==> src/rtl/logic_gate_pkg.sv <==
// Shared opcode definitions and the bitwise gate evaluation used by the
// logic-gate datapath.
package logic_gate_pkg;

    localparam int MAX_WIDTH = 32;

    typedef enum logic [2:0] {
        OP_NOT  = 3'd0,
        OP_AND  = 3'd1,
        OP_OR   = 3'd2,
        OP_NAND = 3'd3,
        OP_NOR  = 3'd4,
        OP_XOR  = 3'd5,
        OP_XNOR = 3'd6,
        OP_RSVD = 3'd7
    } gate_op_t;

    // Evaluated at the maximum width; callers truncate to their own WIDTH.
    function automatic logic [MAX_WIDTH-1:0] gate_eval(
        input gate_op_t              op,
        input logic [MAX_WIDTH-1:0]  a,
        input logic [MAX_WIDTH-1:0]  b
    );
        logic [MAX_WIDTH-1:0] y;
        case (op)
            OP_NOT:  y = ~a;
            OP_AND:  y = a & b;
            OP_OR:   y = a | b;
            OP_NAND: y = ~(a & b);
            OP_NOR:  y = ~(a | b);
            OP_XOR:  y = a ^ b;
            OP_XNOR: y = ~(a ^ b);
            default: y = '0;
        endcase
        return y;
    endfunction

endpackage

==> src/rtl/logic_gate_unit.sv <==
// Purely combinational gate datapath: evaluates one opcode on a WIDTH-bit
// operand pair and flags the reserved opcode.
module logic_gate_unit
    import logic_gate_pkg::*;
#(
    parameter int WIDTH = 8
) (
    input  logic [2:0]       op,
    input  logic [WIDTH-1:0] a,
    input  logic [WIDTH-1:0] b,
    output logic [WIDTH-1:0] y,
    output logic             err
);

    assign y   = WIDTH'(gate_eval(gate_op_t'(op), MAX_WIDTH'(a), MAX_WIDTH'(b)));
    assign err = (gate_op_t'(op) == OP_RSVD);

endmodule

==> src/rtl/logic_gate_arbiter.sv <==
// Two-requester round-robin front end for a shared logic-gate unit, with a
// single registered response slot and per-requester completion counters.
module logic_gate_arbiter
    import logic_gate_pkg::*;
#(
    parameter int WIDTH = 8,
    parameter int CNT_W = 16
) (
    input  logic               clk,
    input  logic               rst,
    input  logic [1:0]         req_valid,
    output logic [1:0]         req_ready,
    input  logic [5:0]         req_op,
    input  logic [2*WIDTH-1:0] req_a,
    input  logic [2*WIDTH-1:0] req_b,
    output logic               rsp_valid,
    input  logic               rsp_ready,
    output logic               rsp_id,
    output logic [WIDTH-1:0]   rsp_y,
    output logic               rsp_err,
    output logic [CNT_W-1:0]   done_cnt0,
    output logic [CNT_W-1:0]   done_cnt1
);

    logic             ptr;
    logic             win;
    logic             slot_free;
    logic             accept;
    logic             consume;
    gate_op_t         sel_op;
    logic [WIDTH-1:0] sel_a;
    logic [WIDTH-1:0] sel_b;
    logic [WIDTH-1:0] unit_y;
    logic             unit_err;

    // A lone requester always wins; on contention the pointer decides.
    assign win       = (req_valid == 2'b11) ? ptr : req_valid[1];
    assign slot_free = !rsp_valid || rsp_ready;
    assign accept    = (|req_valid) && slot_free && !rst;
    assign consume   = rsp_valid && rsp_ready;

    assign req_ready[0] = accept && !win;
    assign req_ready[1] = accept && win;

    assign sel_op = gate_op_t'(win ? req_op[5:3] : req_op[2:0]);
    assign sel_a  = win ? req_a[2*WIDTH-1:WIDTH] : req_a[WIDTH-1:0];
    assign sel_b  = win ? req_b[2*WIDTH-1:WIDTH] : req_b[WIDTH-1:0];

    logic_gate_unit #(
        .WIDTH (WIDTH)
    ) u_unit (
        .op  (sel_op),
        .a   (sel_a),
        .b   (sel_b),
        .y   (unit_y),
        .err (unit_err)
    );

    // Consume and accept may coincide; the slot then reloads and stays valid.
    always_ff @(posedge clk) begin
        if (rst) begin
            rsp_valid <= 1'b0;
            rsp_y     <= '0;
            rsp_id    <= 1'b0;
            rsp_err   <= 1'b0;
            ptr       <= 1'b0;
            done_cnt0 <= '0;
            done_cnt1 <= '0;
        end else begin
            if (consume) begin
                if (rsp_id)
                    done_cnt1 <= done_cnt1 + 1'b1;
                else
                    done_cnt0 <= done_cnt0 + 1'b1;
            end
            if (accept) begin
                rsp_valid <= 1'b1;
                rsp_y     <= unit_y;
                rsp_id    <= win;
                rsp_err   <= unit_err;
                ptr       <= !win;
            end else if (consume) begin
                rsp_valid <= 1'b0;
            end
        end
    end

endmodule
==> config.mk <==
export PLATFORM = sky130hd
export DESIGN_NAME = logic_gate_arbiter
export DESIGN_NICKNAME = d
export VERILOG_FILES = /design/src/rtl/logic_gate_pkg.sv /design/src/rtl/logic_gate_unit.sv /design/src/rtl/logic_gate_arbiter.sv
export SDC_FILE = /design/constraint.sdc
export NUM_CORES = 1
export LEC_CHECK = 0
export CAP_MARGIN = 20
export CORE_ASPECT_RATIO = 0.9
export CORE_MARGIN = 2
export CORE_UTILIZATION = 50
export CTS_CLUSTER_SIZE = 40
export DETAILED_ROUTE_END_ITERATION = 8
export PLACE_DENSITY = 0.82
export SETUP_SLACK_MARGIN = 0.15
export SYNTH_ARGS = -nofsm -noshare
export SYNTH_HDL_FRONTEND = slang
export SYNTH_SLANG_ARGS = --single-unit
==> constraint.sdc <==
create_clock -name clk -period 2.9 [get_ports clk]
set_clock_uncertainty 0.05 [all_clocks]
set_input_delay 0.29 -clock clk [delete_from_list [all_inputs] [get_ports clk]]
set_output_delay 0.29 -clock clk [all_outputs]
set_load 0.03 [all_outputs]
# --- Word level (Yosys, flattened, before mapping) ---
# Index checks and enable logic that the tools add are counted.
word_totals:
  ff_bits: 44
  latch_bits: 0
  ram_bits: 0
  rom_bits: 0
  inputBits: 43
  out_inout_bits: 45
  word_cells: 46
  memories: 0
op_classes:
  add_sub_neg: 2
  mul: 0
  div_mod_pow: 0
  magnitude_cmp: 0
  eq_ne: 8
  n_shift: 0
  n_mux: 7
  bitwise_logic: 8
  reduce_logical: 14
ops:
  columns: ["operator", "n"]
  rows:
  - ["case mux 8 bit (7 select lines)", 1]
  - ["adder 16 x 1 -> 16 bit (second input constant)", 2]
  - ["inverter 8 bit", 4]
  - ["2-to-1 mux 8 bit", 2]
  - ["equality test 3 bit (second input constant)", 4]
  - ["bitwise AND 8 bit", 1]
  - ["bitwise OR 8 bit", 1]
  - ["XOR 8 bit", 1]
  - ["equality test 3 x 2 -> 1 bit (second input constant)", 2]
  - ["logical AND 1 bit", 5]
  - ["AND reduction 2 bit", 2]
  - ["equality test 3 x 1 -> 1 bit (second input constant)", 1]
  - ["logical NOT 1 bit", 3]
  - ["logical NOT 3 bit", 1]
  - ["2-to-1 mux 1 bit", 3]
  - ["2-to-1 mux 3 bit", 1]
  - ["equality test 2 bit (second input constant)", 1]
  - ["nonzero test 2 bit", 1]
  - ["OR reduction 2 bit", 1]
  - ["logical OR 1 bit", 1]
  - ["inverter 1 bit", 1]

# --- Logic depth before layout (Yosys ltp) ---
logic_depth:
  depth_word: 6
  mapped_depth: 12
  depth_no_buf: 10

# --- Hierarchy ---
# A second synthesis with hierarchy kept.
unflattened:
  hier_cells: 336
  hier_area_um2: 2961.6
by_module_without_submodules:
  columns: ["mod", "n_inst", "cells_each", "area_per_inst_um2", "seq_area_each_um2"]
  rows:
  - ["logic_gate_arbiter", 1, 245, 2178.3, 880.8]
  - ["logic_gate_unit", 1, 91, 783.3, 0.0]

# --- Least setup slack after synthesis ---
# OpenSTA, ideal clock, no wires.
synth_timing:
  path_kind: "flip-flop to flip-flop"
  start: "reg ptr"
  end: "reg rsp_y[7]"
  setup_ps: 144
  t_arrival_ps: 2310
  required_ps: 2706
  path_slack_ps: 396
  stages_incl_launch_ff: 12
  n_path_buf: 2
  synth_period_minus_slack_ps: 2504
  cell_sequence: "dfxtp_1 nand2b_4 and2_4 buf_6 clkbuf_1 nor2_1 a21o_1 ha_1 mux2_2 a221oi_1 o221a_2 a221oi_2"
synth_via:
  elab_chain_cells: 5
  elab_cells_between_ends: 19
  classes_between: "6 x eq/ne; 5 x mux; 7 x bitwise; 1 x reduce/logical"
synth_lines:
  columns: ["item", "line", "text"]
  rows:
  - ["start: declaration", "logic_gate_arbiter.sv:25", "logic ptr;"]
  - ["start signal: assignment", "logic_gate_arbiter.sv:81", "ptr <= !win;"]
  - ["2-to-1 mux 1 bit (*)", "logic_gate_arbiter.sv:37", "assign win = (req_valid == 2'b11) ? ptr : req_valid[1];"]
  - ["2-to-1 mux 8 bit (on tied branches)", "logic_gate_arbiter.sv:46, logic_gate_arbiter.sv:47", null]
  - ["XOR 8 bit, or another cell as far along", "logic_gate_pkg.sv:31, logic_gate_pkg.sv:32", null]
  - ["inverter 8 bit (on tied branches)", "logic_gate_pkg.sv:32, logic_gate_pkg.sv:29, logic_gate_pkg.sv:30", null]
  - ["case mux 8 bit (7 select lines) (*)", "logic_gate_pkg.sv:25", "case (op)"]
  - ["end signal: assignment", "logic_gate_arbiter.sv:78", "rsp_y <= unit_y;"]
  - ["end: declaration", "logic_gate_arbiter.sv:19", "output logic [WIDTH-1:0] rsp_y,"]
# Mark *: on every way between the ends. The rest lies on a longest branch, timed or not.
# A chain may end at the register's enable or synchronous reset.

# --- Final worst setup path ---
layout_timing:
  start: "in req_valid[0]"
  end: "reg rsp_y[6]"
layout_via:
  elab_chain_cells: 6
  elab_cells_between_ends: 23
  classes_between: "7 x eq/ne; 5 x mux; 7 x bitwise; 4 x reduce/logical"
layout_lines:
  columns: ["item", "line", "text"]
  rows:
  - ["start: declaration", "logic_gate_arbiter.sv:11", "input logic [1:0] req_valid,"]
  - ["equality test 2 bit", "logic_gate_arbiter.sv:37", null]
  - ["2-to-1 mux 1 bit", "logic_gate_arbiter.sv:37", null]
  - ["2-to-1 mux 8 bit (on tied branches)", "logic_gate_arbiter.sv:46, logic_gate_arbiter.sv:47", null]
  - ["XOR 8 bit, or another cell as far along", "logic_gate_pkg.sv:31, logic_gate_pkg.sv:32", null]
  - ["inverter 8 bit (on tied branches)", "logic_gate_pkg.sv:32, logic_gate_pkg.sv:29, logic_gate_pkg.sv:30", null]
  - ["case mux 8 bit (7 select lines)", "logic_gate_pkg.sv:25", null]
# Parallel ways exist; a longest one is shown, timed or not.

==> results.txt <==
----------------------------------------------------
[Status]
  Outcome ... completed

[Worst setup path]
  Data arrival at the endpoint of the critical path ... 2680 ps
  Capturing element type of the critical path ... register
  Required time of the critical path ... 3010 ps
  Crit-path max FO ... 10
  CP Launch Type ... input port
  Cells on worst reg2reg path ... 10
  Crit Path Class ... input port to register

[STA]
  Slew at the pin closest to its max-slew limit ... ~600 ps
  Final Worst Setup Slack ... 329 ps
  Final Cycle Share ... between 80 and 90%
  Max Freq ... 0.389 GHz
  Max transition margin ... 58.7%
  Final Max Slew Viols ... 0
  Time the worst path needs with I/O delays and setup ... 2570 ps
  Final setup violating endpoints ... 0
  Post-Route Setup TNS ... 0 ps
  Hold Fails Final Rpt ... 0
  Unrepaired setup endpoints after global routing ... false

[Die]
  Horizontal die dimension ... 90 µm
  Std-Cell Rows ... 28
  Initial Util ... between 50% and 60%
  Number of top-level pins ... 88
  Placeable core region ... 6520 µm²
  Vertical extent of the die ... between 80 and 90 µm
  Die ar. ... 7330 µm²

[Cells and area]
  Area taken by flip-flops and latches ... roughly 880 µm²
  Most common cell after layout, fill and taps aside ... sky130_fd_sc_hd__clkdlybuf4s50_1
  Multi-input gate area ... 2190 µm²
  Finished layout cell area ... around 4400 µm²
  Diode count ... 0
  Final net count ... 538
  Signed area change from the synthesized netlist to the final layout ... 31.8%
  Proportion of layout cells with a drive suffix above 1 ... 12.6%
  Most used cells in the layout excluding fill and tap cells ... 85 x sky130_fd_sc_hd__clkdlybuf4s50_1, 46 x sky130_fd_sc_hd__nor2_1, 44 x sky130_fd_sc_hd__dfxtp_1
  Fillers ... 555

[CTS]
  Buffers inserted during post-CTS setup optimization ... 0
  TritonCTS clock tree ... yes
  Buffer cell driving the clock tree root ... sky130_fd_sc_hd__clkbuf_8
  CTS sink count ... between 40 and 50
  Worst-path clk slew ... 90 ps
  Bufs on Longest Clock Path ... 2
  Clock H-tree levels ... 2
  Later-pin clock latency in the skew report ... 300 ps
  Total clock buffers created by CTS ... 5

[Drt]
  Wire length reported by the detailed router ... between 9000 and 10000 µm
  First-pass iteration count of the detailed router ... 5
  DRT antenna net count ... 0
  Drt first-iter violations ... 209
  Average wire length per cell after detail routing ... 15.9 µm
  Via count normalized by instance count ... between 5 and 6
  Via total after detailed routing ... around 3300
  Drt drc ... 0

[Yosys]
  Number of distinct library cells after synthesis ... 47
  EDFF count, synth ... 0
  Dominant cells by area after synthesis ... sky130_fd_sc_hd__dfxtp_1 26%, sky130_fd_sc_hd__ha_1 6.8%, sky130_fd_sc_hd__mux2i_1 5.7%
  Total nets after synthesis ... 458
  Post-synth top area share ... 26.5%
  Async set or reset register ratio after synthesis ... 0%
  Average cell area after synthesis ... 8.38 µm²
  Post-synth top flop ... sky130_fd_sc_hd__dfxtp_1
  Portion of the post-synthesis area used by sequential elements ... 26.5%
  Summed instance area of the synthesized netlist ... 3330 µm²
  Synthesized instance count ... approximately 400
  Flip-flop and latch count after synthesis ... 44
  Cell type with the highest aggregate area in the netlist ... sky130_fd_sc_hd__dfxtp_1
  Yosys Warn Count ... 0

[Power and ir drop]
  IR drop worst, VDD ... 0.311 mV
  Leakage dissipation ... 1.71 nW
  Power density over the cells ... ~350 nW/µm²
  Overall power consumption ... 1.56 mW

[Global route]
  First-pass GRT wire length ... ~15000 µm
  Grt total ovfl ... 0
  Pin count of the biggest net entering global routing ... 45
  Global Route met2 Usage ... 41.4%
  M3 GR Usage ... 5.29%
  Initial antenna violation count ... 0
  Number of global-route vias before repair ... 3204
  Gr usage total ... 24.7%
  Peak-usage layer in the global routing report ... met2
  Met1 demand-to-capacity share in global routing ... approximately 31%

[Hold path]
  Path type of the worst min-delay path ... register to register
  Hold Crit Depth ... 2

[Flow run]
  Max_cap viols ... 0

[Placement]
  Port Buffer Count ... 87
  Last weighted congestion value of the routability-driven placer ... approximately 0.86
  Detailed placement HPWL ... 6650 µm
  Placed inst area ... 4280 µm²
  Pre-CTS setup slack ... 15.7 ps

----------------------------------------------------
[final timing paths]
kind	to	slack [ps]	start
setup reg to reg	rsp_y[6]	490	ptr
setup / recovery	rsp_y[6]	330	req_valid[0]
hold / removal	ptr	430	ptr
hold reg to reg	ptr	430	ptr
[worst max-delay path, cell delays in order]
cell                              delay (ps)
sky130_fd_sc_hd__clkdlybuf4s50_1         550
sky130_fd_sc_hd__nand2b_4                 70
sky130_fd_sc_hd__nand2_1                 120
sky130_fd_sc_hd__buf_12                  160
sky130_fd_sc_hd__mux2i_1                 290
sky130_fd_sc_hd__inv_1                    90
sky130_fd_sc_hd__ha_1                    320
sky130_fd_sc_hd__mux2_2                  290
sky130_fd_sc_hd__a221oi_2                230
sky130_fd_sc_hd__o221a_2                 220
sky130_fd_sc_hd__a221oi_2                 50
[synthesized netlist by cell type, types with 2 or more instances]
library cell / number
sky130_fd_sc_hd__a211oi_1: 11
sky130_fd_sc_hd__a21o_1: 7
sky130_fd_sc_hd__a21oi_1: 7
sky130_fd_sc_hd__a221oi_1: 3
sky130_fd_sc_hd__a221oi_2: 11
sky130_fd_sc_hd__a41oi_1: 2
sky130_fd_sc_hd__and3_1: 6
sky130_fd_sc_hd__buf_1: 2
sky130_fd_sc_hd__buf_2: 10
sky130_fd_sc_hd__buf_6: 2
sky130_fd_sc_hd__clkbuf_1: 10
sky130_fd_sc_hd__dfxtp_1: 44
sky130_fd_sc_hd__ha_1: 18
sky130_fd_sc_hd__inv_1: 37
sky130_fd_sc_hd__mux2_2: 8
sky130_fd_sc_hd__mux2i_1: 19
sky130_fd_sc_hd__mux4_2: 7
sky130_fd_sc_hd__nand2_1: 24
sky130_fd_sc_hd__nand2b_1: 2
sky130_fd_sc_hd__nand3_1: 12
sky130_fd_sc_hd__nand3b_1: 2
sky130_fd_sc_hd__nand4_1: 5
sky130_fd_sc_hd__nor2_1: 46
sky130_fd_sc_hd__nor2_2: 2
sky130_fd_sc_hd__nor2b_1: 3
sky130_fd_sc_hd__nor3_1: 9
sky130_fd_sc_hd__nor4_1: 2
sky130_fd_sc_hd__o21ai_0: 34
sky130_fd_sc_hd__o221a_2: 7
sky130_fd_sc_hd__or3_1: 3
sky130_fd_sc_hd__xnor2_1: 15
sky130_fd_sc_hd__xor2_1: 12
[final cells by class]
class | count | area share (%)
Multi-Input combinational cell | 291 | 49.8
Sequential cell | 44 | 20.1
Inverter | 37 | 3.17
Clock inverter | 2 | 0.798
Tap cell | 90 | 2.57
Timing Repair Buffer | 98 | 21.9
Clock buffer | 6 | 1.65
[through the flow]
stage | hold slack [ps] | instances | utilization (%)
2_1_floorplan | 365 | 397 | -
3_3_place_gp | 395 | 560 | 65.6
3_5_place_dp | 421 | 560 | 65.6
4_1_cts | 441 | 568 | 67.3
5_1_grt | 454 | 568 | 67.3
6_report | 433 | 568 | 67.3
[metal layers]
layer | routed length [µm] | vias up
met5 | 0 | -
met3 | 593 | 24
met4 | 224 | 0
met2 | 4350 | 137
li1 | - | 1566
met1 | 3850 | 1549
[power breakdown]
group	switching, mW	internal (mW)
Combinational	0.236	0.222
Sequential	0.0134	0.617
Clock	0.212	0.256
Total	0.462	1.09
[cells by family (layout without fill, tap and decap cells)]
family          after synthesis  in the layout  synth area share (%)
simple gates                125            125                  18.5
mux                          34             34                  13.2
fa+ha+maj                    18             18                  6.77
buf+inv                      62            143                  7.93
compound gates               87             87                  20.0
flops                        44             44                  26.5
xor+xnor                     27             27                  7.11
[sequential cells by signal (all words and copies together) (netlist names)]
register	count
done_cnt0	16
done_cnt1	16
ptr	1
rsp_err	1
rsp_id	1
rsp_valid	1
rsp_y	8
[repair_timing]
action                     CTS  global route
hold buffers                 0             0
setup endpoints to repair    0             1
gates resized for setup      0             1
Note: power is estimated with default switching activity, not from simulation.
